$ cat config.mk
export PLATFORM = sky130hd
export DESIGN_NAME = mlu_result_fifo_flat
export DESIGN_NICKNAME = d
export VERILOG_FILES = /design/src/rtl/mlu_result_fifo_if.sv /design/src/rtl/mlu_result_fifo.sv /design/src/flat_wrapper.sv
export SDC_FILE = /design/constraint.sdc
export NUM_CORES = 1
export LEC_CHECK = 0
export BUFFER_PORTS_ARGS = -buffer_cell sky130_fd_sc_hd__buf_2
export CELL_PAD_IN_SITES_DETAIL_PLACEMENT = 1
export CELL_PAD_IN_SITES_GLOBAL_PLACEMENT = 2
export CORE_MARGIN = 5
export CORE_UTILIZATION = 44
export CTS_BUF_LIST = sky130_fd_sc_hd__clkbuf_2 sky130_fd_sc_hd__clkbuf_4 sky130_fd_sc_hd__clkbuf_8
export DETAILED_ROUTE_END_ITERATION = 16
export PLACE_DENSITY = 0.81
export REMOVE_ABC_BUFFERS = 1
export SYNTH_ARGS = -nofsm -noshare
export SYNTH_HDL_FRONTEND = slang
export SYNTH_SLANG_ARGS = --single-unit
$ cat constraint.sdc
create_clock -name clk -period 4.1 [get_ports clk]
set_clock_uncertainty 0.15 [all_clocks]
set_input_delay 0.615 -clock clk [delete_from_list [all_inputs] [get_ports clk]]
set_output_delay 0.615 -clock clk [all_outputs]
set_load 0.01 [all_outputs]
$ cat src/rtl/mlu_result_fifo_if.sv
// Handshake bundle between the MLU result capture FIFO and its producer/consumer.
// The slave modport is the FIFO side; master is the environment driving it.
interface mlu_result_fifo_if #(
  parameter int DATA_W = 6,
  parameter int ADDR_W = 2
);
  logic              mlu_ready;
  logic [DATA_W-1:0] mlu_result;
  logic              clear;
  logic              out_valid;
  logic              out_ready;
  logic [DATA_W-1:0] out_data;
  logic [ADDR_W:0]   count;
  logic              overflow;

  modport slave (
    input  mlu_ready, mlu_result, clear, out_ready,
    output out_valid, out_data, count, overflow
  );

  modport master (
    output mlu_ready, mlu_result, clear, out_ready,
    input  out_valid, out_data, count, overflow
  );
endinterface

$ cat src/rtl/mlu_result_fifo.sv
// Captures each MLU result on the rising edge of mlu_ready into a FWFT FIFO.
// Latency: capture strobe in cycle T is visible at the head in T+1; full FIFO drops new data (sticky overflow).
module mlu_result_fifo #(
  parameter int DATA_W = 6,
  parameter int DEPTH  = 4,
  parameter int ADDR_W = 2
) (
  input  logic             clk,
  input  logic             reset,
  mlu_result_fifo_if.slave bus
);
  localparam logic [ADDR_W:0]   FULL_CNT = (ADDR_W+1)'(DEPTH);
  localparam logic [ADDR_W:0]   CNT_ONE  = (ADDR_W+1)'(1);
  localparam logic [ADDR_W-1:0] PTR_ONE  = ADDR_W'(1);

  logic [DATA_W-1:0] mem [DEPTH];

  logic              ready_q;
  logic [ADDR_W-1:0] wr_ptr_q, wr_ptr_d;
  logic [ADDR_W-1:0] rd_ptr_q, rd_ptr_d;
  logic [ADDR_W:0]   count_q,  count_d;
  logic              ovf_q,    ovf_d;

  logic capture, empty, full, pop, push, drop;

  // ready_q resets high so a level already asserted at reset release is not an edge
  assign capture = bus.mlu_ready & ~ready_q;
  assign empty   = (count_q == '0);
  assign full    = (count_q == FULL_CNT);
  assign pop     = ~empty & bus.out_ready;
  assign push    = capture & (~full | pop);
  assign drop    = capture & full & ~pop;

  always_comb begin
    wr_ptr_d = wr_ptr_q;
    rd_ptr_d = rd_ptr_q;
    count_d  = count_q;
    ovf_d    = ovf_q;
    if (bus.clear) begin
      wr_ptr_d = '0;
      rd_ptr_d = '0;
      count_d  = '0;
      ovf_d    = 1'b0;
    end else begin
      if (push) wr_ptr_d = wr_ptr_q + PTR_ONE;
      if (pop)  rd_ptr_d = rd_ptr_q + PTR_ONE;
      if (push && !pop)      count_d = count_q + CNT_ONE;
      else if (pop && !push) count_d = count_q - CNT_ONE;
      if (drop) ovf_d = 1'b1;
    end
  end

  always_ff @(posedge clk or negedge reset) begin
    if (!reset) begin
      ready_q  <= 1'b1;
      wr_ptr_q <= '0;
      rd_ptr_q <= '0;
      count_q  <= '0;
      ovf_q    <= 1'b0;
    end else begin
      ready_q  <= bus.mlu_ready;
      wr_ptr_q <= wr_ptr_d;
      rd_ptr_q <= rd_ptr_d;
      count_q  <= count_d;
      ovf_q    <= ovf_d;
    end
  end

  // Storage carries no reset; stale entries are masked by the empty check below.
  always_ff @(posedge clk) begin
    if (push && !bus.clear) mem[wr_ptr_q] <= bus.mlu_result;
  end

  assign bus.out_valid = ~empty;
  assign bus.out_data  = empty ? '0 : mem[rd_ptr_q];
  assign bus.count     = count_q;
  assign bus.overflow  = ovf_q;
endmodule

$ cat src/flat_wrapper.sv
// flat-port wrapper written by rule: the top's interface ports become plain ports
module mlu_result_fifo_flat 
#(
  parameter int DATA_W = 6,
  parameter int DEPTH  = 4,
  parameter int ADDR_W = 2
)
  (clk, reset, bus_mlu_ready, bus_mlu_result, bus_clear, bus_out_ready, bus_out_valid, bus_out_data, bus_count, bus_overflow);
  mlu_result_fifo_if #(.DATA_W(DATA_W), .ADDR_W(ADDR_W)) bus_i ();
  input  logic clk;
  input  logic reset;
  input wire logic [$bits(bus_i.mlu_ready)-1:0] bus_mlu_ready;
  input wire logic [$bits(bus_i.mlu_result)-1:0] bus_mlu_result;
  input wire logic [$bits(bus_i.clear)-1:0] bus_clear;
  input wire logic [$bits(bus_i.out_ready)-1:0] bus_out_ready;
  output wire logic [$bits(bus_i.out_valid)-1:0] bus_out_valid;
  output wire logic [$bits(bus_i.out_data)-1:0] bus_out_data;
  output wire logic [$bits(bus_i.count)-1:0] bus_count;
  output wire logic [$bits(bus_i.overflow)-1:0] bus_overflow;
  assign bus_i.mlu_ready = bus_mlu_ready;
  assign bus_i.mlu_result = bus_mlu_result;
  assign bus_i.clear = bus_clear;
  assign bus_i.out_ready = bus_out_ready;
  assign bus_out_valid = bus_i.out_valid;
  assign bus_out_data = bus_i.out_data;
  assign bus_count = bus_i.count;
  assign bus_overflow = bus_i.overflow;
  mlu_result_fifo #(.DATA_W(DATA_W), .DEPTH(DEPTH), .ADDR_W(ADDR_W)) u_core (.clk(clk), .reset(reset), .bus(bus_i));
endmodule
After elaboration in Yosys (flattened, before gate mapping)
Memories as Yosys holds them, arrays and structs flattened. Cells that the tools add are included. W data, S select, Z words.

Flip-flop bits (word level): 9. Memory bits (writable): 24. Input bits: 11. Output and inout port bits: 11. Memories kept: 1.

Memories: u_core.mem (depth 4, width 6, read ports 1, clocked after memory_dff 0, write ports 1, line mlu_result_fifo.sv:16) `logic [DATA_W-1:0] mem [DEPTH];`.

$add $sub $neg: 4. Equality and inequality tests: 1. Muxes and demuxes: 12. Bitwise operators: 10. Reductions and logical operators: 11.

Operators by type and width (number): $mux W3 (3); $mux W2 (4); $mux W6 (1); $reduce_bool A2 Y1 (3); $and A1 B1 Y1 (5); $add A2 B1 Y2 const B (2); $mux W1 (4); $not A1 Y1 (4); $add A3 B1 Y3 const B (1); $eq A3 B3 Y1 const B (1); $logic_and A1 B1 Y1 (3); $logic_not A1 Y1 (3); $logic_not A3 Y1 (1); $reduce_bool A3 Y1 (1); $sub A3 B1 Y3 const B (1); $or A1 B1 Y1 (1).

Depth between registers and ports, before layout
Gate-level depths: netlist of run 1.

Depth in word-level cells: 10. Gate-level depth with buffers: 6. Gate-level depth less buffers: 6.

Least setup slack after synthesis of run 1
Ideal clock, no wire load.

Kind: input -> register. From: input bus_out_ready. To: register u_core.count_q[2] (netlist: u_core.bus.count[2]). Library setup time: 134 ps. Data arrival time: 1842 ps. Required time: 3816 ps. Setup slack: 1974 ps. Cell stages on the path: 6. Buffers on the path: 0. Cell sequence: o21a_1 a211oi_1 fa_1 or3_1 a31oi_1 a21oi_1.

Word-level cells in the longest chain between the ends: 6.

Ends and longest elaborated chain: start: declaration (line flat_wrapper.sv:15) `input wire logic [$bits(bus_i.out_ready)-1:0] bus_out_ready;`; $and A1 B1 Y1 (*) (line mlu_result_fifo.sv:30) `assign pop = ~empty & bus.out_ready;`; $or A1 B1 Y1 (line mlu_result_fifo.sv:31) `assign push = capture & (~full | pop);`; $and A1 B1 Y1 (line mlu_result_fifo.sv:31); $logic_and A1 B1 Y1 or $logic_not A1 Y1 (tied branches) (line mlu_result_fifo.sv:47, mlu_result_fifo.sv:48); $mux W3 or $logic_and A1 B1 Y1 (tied branches) (line mlu_result_fifo.sv:47, mlu_result_fifo.sv:48); $mux W3 or $reduce_bool A3 Y1 (tied branches); end signal: assignment (line mlu_result_fifo.sv:64) `count_q <= count_d;`; end: declaration (line mlu_result_fifo.sv:21) `logic [ADDR_W:0] count_q, count_d;`.

Every way passes the cells marked *; elsewhere a longest branch is shown, timed or not. A chain may end at the register's enable or synchronous reset.

Worst setup path in the final report of run 1
From: register u_core.rd_ptr_q[0]. To: output bus_out_data[4].

Word-level cells in the longest chain between the ends: 2.

Ends and longest elaborated chain: start: declaration (line mlu_result_fifo.sv:20) `logic [ADDR_W-1:0] rd_ptr_q, rd_ptr_d;`; start signal: assignment (line mlu_result_fifo.sv:63) `rd_ptr_q <= rd_ptr_d;`; $mem_v2 Z4 W6; $mux W6 (line mlu_result_fifo.sv:75) `assign bus.out_data = empty ? '0 : mem[rd_ptr_q];`; end: declaration (line flat_wrapper.sv:17) `output wire logic [$bits(bus_i.out_data)-1:0] bus_out_data;`.

No other way between the ends.

==> flow_summary.toml, run 1 <==
[status]
status = "complete, no violations"

[sta]
relSlewSlack_pct = 68.2
layout_min_cycle_time_ps = 2620
fmax_mhz = 382
rsz0062_at_grt = "no"
worstMarginPinSlew_ps = 478
hold_viol = 0
fin_tns_setup_ps = 0
report.final.slew_viol_count = 0
final.period_utilization_pct = 63.9
setup_viol = 0
holdWs_ps = 250

[grt]
grt_pass1_vias = 931
grt_max_degree = 12
grt-ovfl-total = 0
grt_pass1_wl_mm = 4.49
gr-usage-all-layers_pct = 13.6
grt_antenna_before_repair = 0

[clock_tree]
cts_max_level = 2
clock-root-buffer = "clkbuf_4"
clk_path_buf_depth = 2
cts_setup_buffers = 0
clk_pin_slew_worst_paths_ps = 110
numCtsBuffers = 5
insertion_delay_ps = 340
cts.sinks = 33
cts_tree = "done"
cts_resized = 0

[layout]
antenna_cells = 0
fin_cells = 172
nets = 141
stdcell_area_um2 = 1730
syn_to_final_growth_pct = 15.0
num-fill-cells = 355
multiInputGateArea_um2 = 508
layout-drive-gt1-share_pct = 31.0
seqCellArea_um2 = 947

[floorplan]
die_x_um = 68.4
io_pins = 22
core_um2 = 3310
dieArea_um2 = 4680
placementRows = 21
die_y_um = 68.4
start_util_pct = 45.3

[routing]
drt_iter0_drc = 43
via_per_inst = 4.92
wl_per_cell_um = 15.6
drt-total-wl_mm = 2.69
first_pass_iters = 3
remaining_drc_errors = 0
via_count = 846
postRouteAntennaNets = 0

[placed_design]
gp_congestion = 0.812
io_buffers = 21
place_hpwl_mm = 1.94
place_area_um2 = 1640
dpl.cell_count = 163

[yosys]
syn_avg_cell_area_um2 = 15.0
async_reset_ff_share_pct = 27.3
syn_area_um2 = 1500
ys.flop_type = "edfxtp_1"
yosysUniqueCellTypes = 30
synth_top_cell_by_area = "edfxtp_1"
synth_top_area_share_pct = 48.0
ys_warn_count = 0
synth.top_cells.by_count = "24 x edfxtp_1, 10 x and2_1, 10 x nor2_1"
netlist_instances = 100
yosysMostFrequentCell = "edfxtp_1"
ys_ff_latch = 33
synth_edf_count = 24
synthTopCellsByArea = "edfxtp_1 48%, dfrtp_1 13%, mux4_2 9.0%, and2_1 4.2%, ha_1 3.3%"
ys_seq_area_share_pct = 63.1

[worst_setup_path]
critPathCaptureType = "primary output"
crit_required_ps = 3340
cp_data_arrival_time_ps = 1850
start_kind = "flop"
cp_slowest_stage_delay_ps = 660
path_cells = "mux4_2 -> and2_1 -> buf_2"
worst-path-max-fanout = 8
critical_path_class = "flop to primary output"
cp_slowest_cell = "dfrtp_1"

[run]
maxCapViolCount = 0

[pwr]
leakage_nw = 0.669
peakVddDrop_uv = 242
p_per_area_nw_per_um2 = 558

[worst_hold_path]
hold_path_class = "input port to flop"
==> cell usage in the layout, fill, tap and decap left out <==
| cell | Yosys | routed |
|---|---|---|
| ha_1 | 4 | 4 |
| dfstp_2 | 1 | 1 |
| xnor2_1 | 2 | 2 |
| buf_2 | 2 | 21 |
| nand2b_1 | 1 | 1 |
| xor2_1 | 2 | 2 |
| dfrtp_1 | 8 | 8 |
| a211oi_1 | 1 | 1 |
| mux2_2 | 2 | 2 |
| dlygate4sd3_1 | 0 | 1 |
| inv_1 | 5 | 5 |
| clkbuf_4 | 0 | 6 |
| a21oi_1 | 3 | 3 |
| nor2_1 | 10 | 10 |
| nand2_1 | 1 | 1 |
| a221oi_2 | 1 | 1 |
| mux4_2 | 6 | 6 |
| edfxtp_1 | 24 | 24 |
| nand3_1 | 4 | 4 |
| and2b_1 | 1 | 1 |
| nor2b_1 | 1 | 1 |
| bufinv_16 | 0 | 1 |
| mux2i_1 | 1 | 1 |
| or3_1 | 2 | 2 |
| nor4_1 | 1 | 1 |
| and2_1 | 10 | 10 |
| fa_1 | 1 | 1 |
| a31oi_1 | 1 | 1 |
| clkinv_1 | 0 | 1 |
| a21o_1 | 1 | 1 |
| o21a_1 | 1 | 1 |
| nor2b_4 | 1 | 1 |
==> area by class of cell <==
cell class / instances / area share, %
flip-flops and latches: 33 / 54.9
multi-input cells: 58 / 29.4
repair buffers: 22 / 6.67
well taps: 46 / 3.34
clock buffers: 6 / 2.61
clock inverters: 2 / 1.96
inverters: 5 / 1.09
==> timing repair <==
item / 4_1_cts / 5_1_grt
setup endpoints to repair: 0 / 0
hold buffers: 1 / 0
endpoints found under the hold margin: 8 / 0
==> metal layers <==
metal | part of all wire [%] | up-vias | GRT usage [%]
met5 | 0 | - | 0
met3 | 4.0 | 3 | 4.93
met4 | 1.4 | 0 | 5.21
met1 | 46 | 415 | 17.1
met2 | 48 | 15 | 21.5
li1 | - | 413 | -
==> flip-flops by register name, indices dropped and copies added (netlist names) <==
signal / flops
u_core.mem: 24
u_core.bus.count: 3
u_core.rd_ptr_q: 2
u_core.wr_ptr_q: 2
u_core.bus.overflow: 1
u_core.ready_q: 1
==> power by group <==
group          leakage, nW  total, W  switching (W)  internal (W)
sequential           0.336  0.000431      0.0000481      0.000383
clock               0.0433  0.000243       0.000109      0.000134
combinational        0.290  0.000289       0.000143      0.000146
total                0.669  0.000963       0.000300      0.000663
==> logic make-up (layout without fill, tap and decap cells) <==
group / Yosys count / in the layout / synth area share (%)
fa+ha+maj: 5 / 5 / 4.67
buf+inv: 9 / 35 / 3.00
flops: 33 / 33 / 63.1
simple gates: 32 / 32 / 11.8
xor+xnor: 4 / 4 / 2.34
mux: 9 / 9 / 11.2
compound gates: 8 / 8 / 3.92
==> worst max-delay path: cells and delay by family (launching register included) <==
kind,cells,cell delay (ps)
buf+inv,1,130
mux,1,560
simple gates,1,160
flops,1,660
==> path summary, 6_finish.rpt <==
check                                      end                 from  slack (ps)  depth (start not counted)
max                            bus_out_data[4]   u_core.rd_ptr_q[0]        1480                          3
min                             u_core.ready_q        bus_mlu_ready         250                          1
max reg2reg                u_core.bus.count[2]  u_core.bus.count[0]        1840                          6
min reg2reg                u_core.bus.overflow  u_core.bus.overflow         380                          2
max in group asynchronous       u_core.ready_q                reset        3030                          2
min in group asynchronous   u_core.rd_ptr_q[0]                reset         500                          2
==> stage by stage <==
stage	total power (W)	utilization [%]	worst slack [ps]
6_report	0.000963	52.1	1480
5_1_grt	0.00103	52.1	1350
4_1_cts	0.000980	52.1	1440
3_5_place_dp	0.000735	49.4	1680
3_3_place_gp	0.000726	49.4	1760
2_1_floorplan	0.000626	-	1990
Note: power is estimated with default switching activity, not from simulation.
==> run 2: changes to the inputs <==
--- a/config.mk
+++ b/config.mk
@@ -5,14 +5,15 @@
 export SDC_FILE = /design/constraint.sdc
 export NUM_CORES = 1
 export LEC_CHECK = 0
+export ABC_AREA = 1
 export BUFFER_PORTS_ARGS = -buffer_cell sky130_fd_sc_hd__buf_2
 export CELL_PAD_IN_SITES_DETAIL_PLACEMENT = 1
 export CELL_PAD_IN_SITES_GLOBAL_PLACEMENT = 2
 export CORE_MARGIN = 5
-export CORE_UTILIZATION = 44
+export CORE_UTILIZATION = 34
 export CTS_BUF_LIST = sky130_fd_sc_hd__clkbuf_2 sky130_fd_sc_hd__clkbuf_4 sky130_fd_sc_hd__clkbuf_8
 export DETAILED_ROUTE_END_ITERATION = 16
-export PLACE_DENSITY = 0.81
+export PLACE_DENSITY = 0.73
 export REMOVE_ABC_BUFFERS = 1
 export SYNTH_ARGS = -nofsm -noshare
 export SYNTH_HDL_FRONTEND = slang
==> constraint.sdc (replaced) <==
create_clock -name clk -period 2.27 [get_ports clk]
set_clock_uncertainty 0.15 [all_clocks]
set_input_delay 0.3405 -clock clk [delete_from_list [all_inputs] [get_ports clk]]
set_output_delay 0.3405 -clock clk [all_outputs]
set_load 0.01 [all_outputs]
==> run 2 against run 1 <==
Compared with the run above: flip-flop and latch count stayed put; cell count is 29% higher; first-iteration DRC count is 21% lower; power is 91% higher; synthesized cell count is 38% higher.
==> flow_summary.toml, run 2 <==
[yosys]
syn_avg_cell_area_um2 = 10.9
synth-xor-area-share_pct = 0
synth_fa_ha_area_share_pct = 4.64
ys_ff_latch = 33
synth_top_family_by_area = "simple AND/OR/NAND/NOR gates"
synth_top_cell_by_area = "edfxtp_1"
ys.flop_type = "edfxtp_1"
yosysMostFrequentCell = "nor2_1"
netlist_instances = 138
syn_area_um2 = 1510
synth_edf_count = 24
synth_mux_area_share_pct = 0
synthSimpleGateAreaFrac_pct = 18.1
synth_compound_area_share_pct = 9.44
ys_seq_area_share_pct = 62.7
async_reset_ff_share_pct = 27.3
yosysUniqueCellTypes = 27
synthTopCellsByArea = "edfxtp_1 48%, dfrtp_1 13%, nor2_1 7.0%, inv_1 4.0%, ha_1 3.3%"
ys_warn_count = 0
synth.top_cells.by_count = "28 x nor2_1, 24 x edfxtp_1, 16 x inv_1"
synth_top_area_share_pct = 47.7

[sta]
fin_tns_setup_ps = 0
setup_viol = 0
relSlewSlack_pct = 59.1
fmax_mhz = 482
layout_min_cycle_time_ps = 2070
rsz0062_at_grt = "no"
report.final.slew_viol_count = 0
holdWs_ps = 23.8
final.period_utilization_pct = 91.4
hold_viol = 0
worstMarginPinSlew_ps = 612

[layout]
num-fill-cells = 517
antenna_cells = 0
fin_util_pct = 42.1
final_cell_mix = "28 x nor2_1, 24 x edfxtp_1, 21 x buf_2, 16 x inv_1, 9 x o21ai_1"
max_flop_register = "u_core.mem"
mostFrequentLayoutCell = "nor2_1"
largest_reg_flops = 24
layout-drive-gt1-share_pct = 25.9
nets = 185
syn_to_final_growth_pct = 20.6

[placed_design]
place_hpwl_mm = 2.41
gp_congestion = 0.795
io_buffers = 21

[worst_setup_path]
worst-path-max-fanout = 13
path_cells = "inv_1 -> o21ai_0 -> a21oi_1 -> buf_2"
crit_start = "u_core.rd_ptr_q[0]"
path_depth = 4
endpoint = "bus_out_data[1]"
r2r_end = "u_core.mem[1][3]"
reg2reg_slack_ps = 420
worst-path-buf-inv = 2
r2r.worst_path.cells = 4
crit_family = "buffers and inverters"
start_kind = "flop"
crit_required_ps = 1780
critical_path_class = "flop to primary output"
cp_slowest_cell = "dfrtp_1"
cp_slowest_stage_delay_ps = 490
cp_data_arrival_time_ps = 1580
r2r_start = "u_core.bus.count[1]"
critPathCaptureType = "primary output"

[clock_tree]
numCtsBuffers = 5
clock-root-buffer = "clkbuf_8"
cts_max_level = 2
insertion_delay_ps = 270
cts_resized = 0
cts-hold-fix-buffers = 1
cts_setup_buffers = 0
cts_tree = "done"
clk_pin_slew_worst_paths_ps = 60
cts.sinks = 33
clk_path_buf_depth = 2

[floorplan]
start_util_pct = 34.9
dieArea_um2 = 5870
die_x_um = 76.6
placementRows = 24
core_um2 = 4320
io_pins = 22
die_y_um = 76.6

[routing]
drt-total-wl_mm = 3.13
wl_per_cell_um = 14.1
via_per_inst = 4.73
postRouteAntennaNets = 0
first_pass_iters = 4
remaining_drc_errors = 0
drt_iter0_drc = 34
via_count = 1049

[pwr]
p_per_area_nw_per_um2 = 1010
leakage_nw = 0.756
peakVddDrop_uv = 359

[status]
status = "complete, no violations"

[grt]
grt_pass1_vias = 1159
grt_pass1_wl_mm = 5.42
grt_antenna_before_repair = 0
grt_max_degree = 14
grt-ovfl-total = 0
gr-usage-all-layers_pct = 11.5

[worst_hold_path]
hp-start = "bus_mlu_ready"
hold_path_class = "input port to flop"

[run]
maxCapViolCount = 0
==> run 2: kinds of logic (layout without fill, tap and decap cells) <==
group                      count (synthesis)  after routing
AOI/OAI and AO/OA                         27             27
adders and majority gates                  5              5
buffers and inverters                     20             52
DFF                                       33             33
and+or+nand+nor                           53             53
==> run 2: metal layers <==
layer	part of all wire, %	global-route usage (%)	routed length (um)
met3	3.3	3.31	103
met4	0.45	2.62	14
met1	42	13.1	1320
met5	0	0	0
met2	54	21.1	1690
==> run 2: layout make-up <==
type	instances	area, um^2	share of cell area (%)
Multi-Input combinational cell	85	487	26.7
Timing Repair Buffer	26	145	7.97
Tap cell	52	65.1	3.57
Inverter	18	67.6	3.71
Sequential cell	33	947	52.0
Clock buffer	6	76.3	4.19
Clock inverter	2	33.8	1.85
==> run 2: metrics by stage <==
stage          instances  area [um^2]  worst slack (ps)  power [W]
3_3_place_gp         213         1700               316    0.00132
2_1_floorplan        136         1500               543    0.00111
6_report             222         1820               196    0.00184
5_1_grt              222         1820              25.6    0.00197
3_5_place_dp         213         1700               295    0.00134
4_1_cts              222         1820               168    0.00187
==> run 2: worst min-delay path by stage <==
stage / endpoint / cells past startpoint
final: u_core.ready_q / 1
after global routing: u_core.ready_q / 1
after detailed placement: u_core.bus.count[0] / 1
after global placement: u_core.bus.count[1] / 1
after CTS: u_core.ready_q / 1
after floorplan: u_core.bus.count[0] / 0
==> run 2: report_power, final <==
group / total, W / internal (W) / switching (W)
Sequential: 0.000748 / 0.000690 / 0.0000575
Clock: 0.000527 / 0.000335 / 0.000191
Combinational: 0.000565 / 0.000209 / 0.000356
==> run 2: worst register-to-register path, cell delays in order (launching register included) <==
cell,delay [ps]
dfrtp_1,410
nor2_4,70
nand3_2,130
nand3_1,200
nor2_1,530
==> run 3: changes to the inputs <==
--- a/config.mk
+++ b/config.mk
@@ -10,10 +10,11 @@
 export CELL_PAD_IN_SITES_DETAIL_PLACEMENT = 1
 export CELL_PAD_IN_SITES_GLOBAL_PLACEMENT = 2
 export CORE_MARGIN = 5
-export CORE_UTILIZATION = 34
+export CORE_UTILIZATION = 41
 export CTS_BUF_LIST = sky130_fd_sc_hd__clkbuf_2 sky130_fd_sc_hd__clkbuf_4 sky130_fd_sc_hd__clkbuf_8
 export DETAILED_ROUTE_END_ITERATION = 16
-export PLACE_DENSITY = 0.73
+export PLACE_DENSITY = 0.82
+export RECOVER_POWER = 50
 export REMOVE_ABC_BUFFERS = 1
 export SYNTH_ARGS = -nofsm -noshare
 export SYNTH_HDL_FRONTEND = slang
==> constraint.sdc (replaced) <==
create_clock -name clk -period 2.5 [get_ports clk]
set_clock_uncertainty 0.15 [all_clocks]
set_input_delay 0.375 -clock clk [delete_from_list [all_inputs] [get_ports clk]]
set_output_delay 0.375 -clock clk [all_outputs]
set_load 0.01 [all_outputs]
==> run 3 against run 2 <==
Compared with the run above: design area down 1.2%; combinational power down 7.3%; cell count down 1.8%; global-route usage up 4.3 points; sequential power down 9.8%; register-to-register slack better by 110 ps; count of clock-buffer cells in the layout unchanged; via count up 4.0%; worst setup slack better by 150 ps; largest cell class unchanged; highest routed layer unchanged.
==> flow_summary.toml, run 3 (synthesis gave the netlist of run 2 again) <==
[worst_setup_path]
critPathCaptureType = "primary output"
start_kind = "flop"
worst-path-max-fanout = 13
cp_slowest_cell = "dfrtp_1"
cp_data_arrival_time_ps = 1630
crit_start = "u_core.rd_ptr_q[0]"
r2r_end = "u_core.mem[1][1]"
worst-path-buf-inv = 2
crit_required_ps = 1980
reg2reg_slack_ps = 530
crit_family = "flip-flops"
path_cells = "inv_1 -> o21ai_0 -> a21oi_1 -> buf_2"
critical_path_class = "flop to primary output"
r2r_start = "u_core.bus.count[1]"
r2r.worst_path.cells = 4
cp_slowest_stage_delay_ps = 490

[clock_tree]
insertion_delay_ps = 280
numCtsBuffers = 5
clock-root-buffer = "clkbuf_8"
clk_pin_slew_worst_paths_ps = 70
cts_tree = "done"
cts_max_level = 2
clk_path_buf_depth = 2
cts_resized = 0
cts.sinks = 33

[layout]
multiInputGateArea_um2 = 482
seqCellArea_um2 = 947
antenna_cells = 0
syn_to_final_growth_pct = 19.2
final_cell_mix = "28 x nor2_1, 24 x edfxtp_1, 16 x inv_1, 12 x buf_2"
layout-drive-gt1-share_pct = 20.0
num-fill-cells = 410
largest_reg_flops = 24
mostFrequentLayoutCell = "nor2_1"
nets = 185
stdcell_area_um2 = 1800
max_flop_register = "u_core.mem"
fin_util_pct = 49.9

[placed_design]
gp_congestion = 0.741
io_buffers = 21
place_hpwl_mm = 2.75
place_area_um2 = 1700

[routing]
via_per_inst = 5.00
drt-total-wl_mm = 3.56
drt_iter0_drc = 69
first_pass_iters = 4
remaining_drc_errors = 0
via_count = 1091
postRouteAntennaNets = 0
wl_per_cell_um = 16.3

[pwr]
peakVddDrop_uv = 502
leakage_nw = 0.729
p_per_area_nw_per_um2 = 944

[sta]
layout_min_cycle_time_ps = 2150
final.period_utilization_pct = 86.1
fmax_mhz = 465
relSlewSlack_pct = 58.4
worstMarginPinSlew_ps = 622
rsz0062_at_grt = "no"
report.final.slew_viol_count = 0
fin_tns_setup_ps = 0
setup_viol = 0
hold_viol = 0

[worst_hold_path]
holdPathEnd = "u_core.ready_q"
hold_path_class = "input port to flop"
whs_path_depth = 1
hp-start = "bus_mlu_ready"

[grt]
grt_pass1_wl_mm = 5.99
grt_antenna_before_repair = 0
grt-ovfl-total = 0
gr-usage-all-layers_pct = 15.8
grt_max_degree = 14
grt_pass1_vias = 1154

[floorplan]
placementRows = 22
start_util_pct = 41.9
core_um2 = 3610
die_y_um = 70.7
dieArea_um2 = 5000
io_pins = 22
die_x_um = 70.7

[status]
status = "complete, no violations"

[run]
maxCapViolCount = 0
run 3: cell types whose count changed in the layout (fill, tap and decap cells not counted), sizes merged:
cell / change
buf: -9
clkbuf: +9
run 3: worst reg2reg max path, delay by kind of cell (launching register included):
family	cells	cell delay, ps
DFF	1	410
and+or+nand+nor	4	1050
run 3: power breakdown:
part / internal [W] / leakage (nW) / switching (W)
sequential: 0.000626 / 0.335 / 0.0000491
clock: 0.000305 / 0.0563 / 0.000195
combinational: 0.000187 / 0.338 / 0.000337
total: 0.00112 / 0.729 / 0.000581
run 3: layout make-up:
| class | instances | share of cell area, % |
|---|---|---|
| clock inverter | 2 | 1.88 |
| multi-input combinational | 85 | 26.8 |
| clock buffer | 6 | 4.24 |
| timing repair buffer | 26 | 7.44 |
| sequential | 33 | 52.6 |
| inverter | 18 | 3.75 |
| tap | 48 | 3.34 |
run 3: per-stage QoR:
stage	worst slack, ps	instances	hold WS, ps	power, W
after floorplan	773	136	-70.6	0.00101
after global placement	569	209	89.8	0.00120
after detailed placement	487	209	94.2	0.00123
after CTS	316	218	43.5	0.00173
after global routing	166	218	37.6	0.00182
final	348	218	37.7	0.00170
run 3: worst max path at each step:
stage                                      to  slack, ps  cells past startpoint
after global placement       u_core.mem[3][0]        570                      5
after detailed placement     u_core.mem[1][5]        490                      5
after CTS                     bus_out_data[0]        320                      4
after floorplan           u_core.bus.count[2]        770                      9
final                         bus_out_data[0]        350                      4
after global routing          bus_out_data[0]        170                      4
run 3: timing repair:
| item | in CTS | in global routing |
|---|---|---|
| endpoints found under the hold margin | 8 | 0 |
| endpoints found under the setup margin | 0 | 0 |
| buffers inserted | 0 | 0 |
| hold buffers | 1 | 0 |
run 3: routing by layer:
layer,global-route usage [%],up-vias,wire [um],share of wire (%)
met2,26.0,16,1800,51
met1,19.8,545,1610,45
li1,-,528,-,-
met4,5.64,0,21,0.59
met3,4.83,2,120,3.4
met5,0,-,0,0
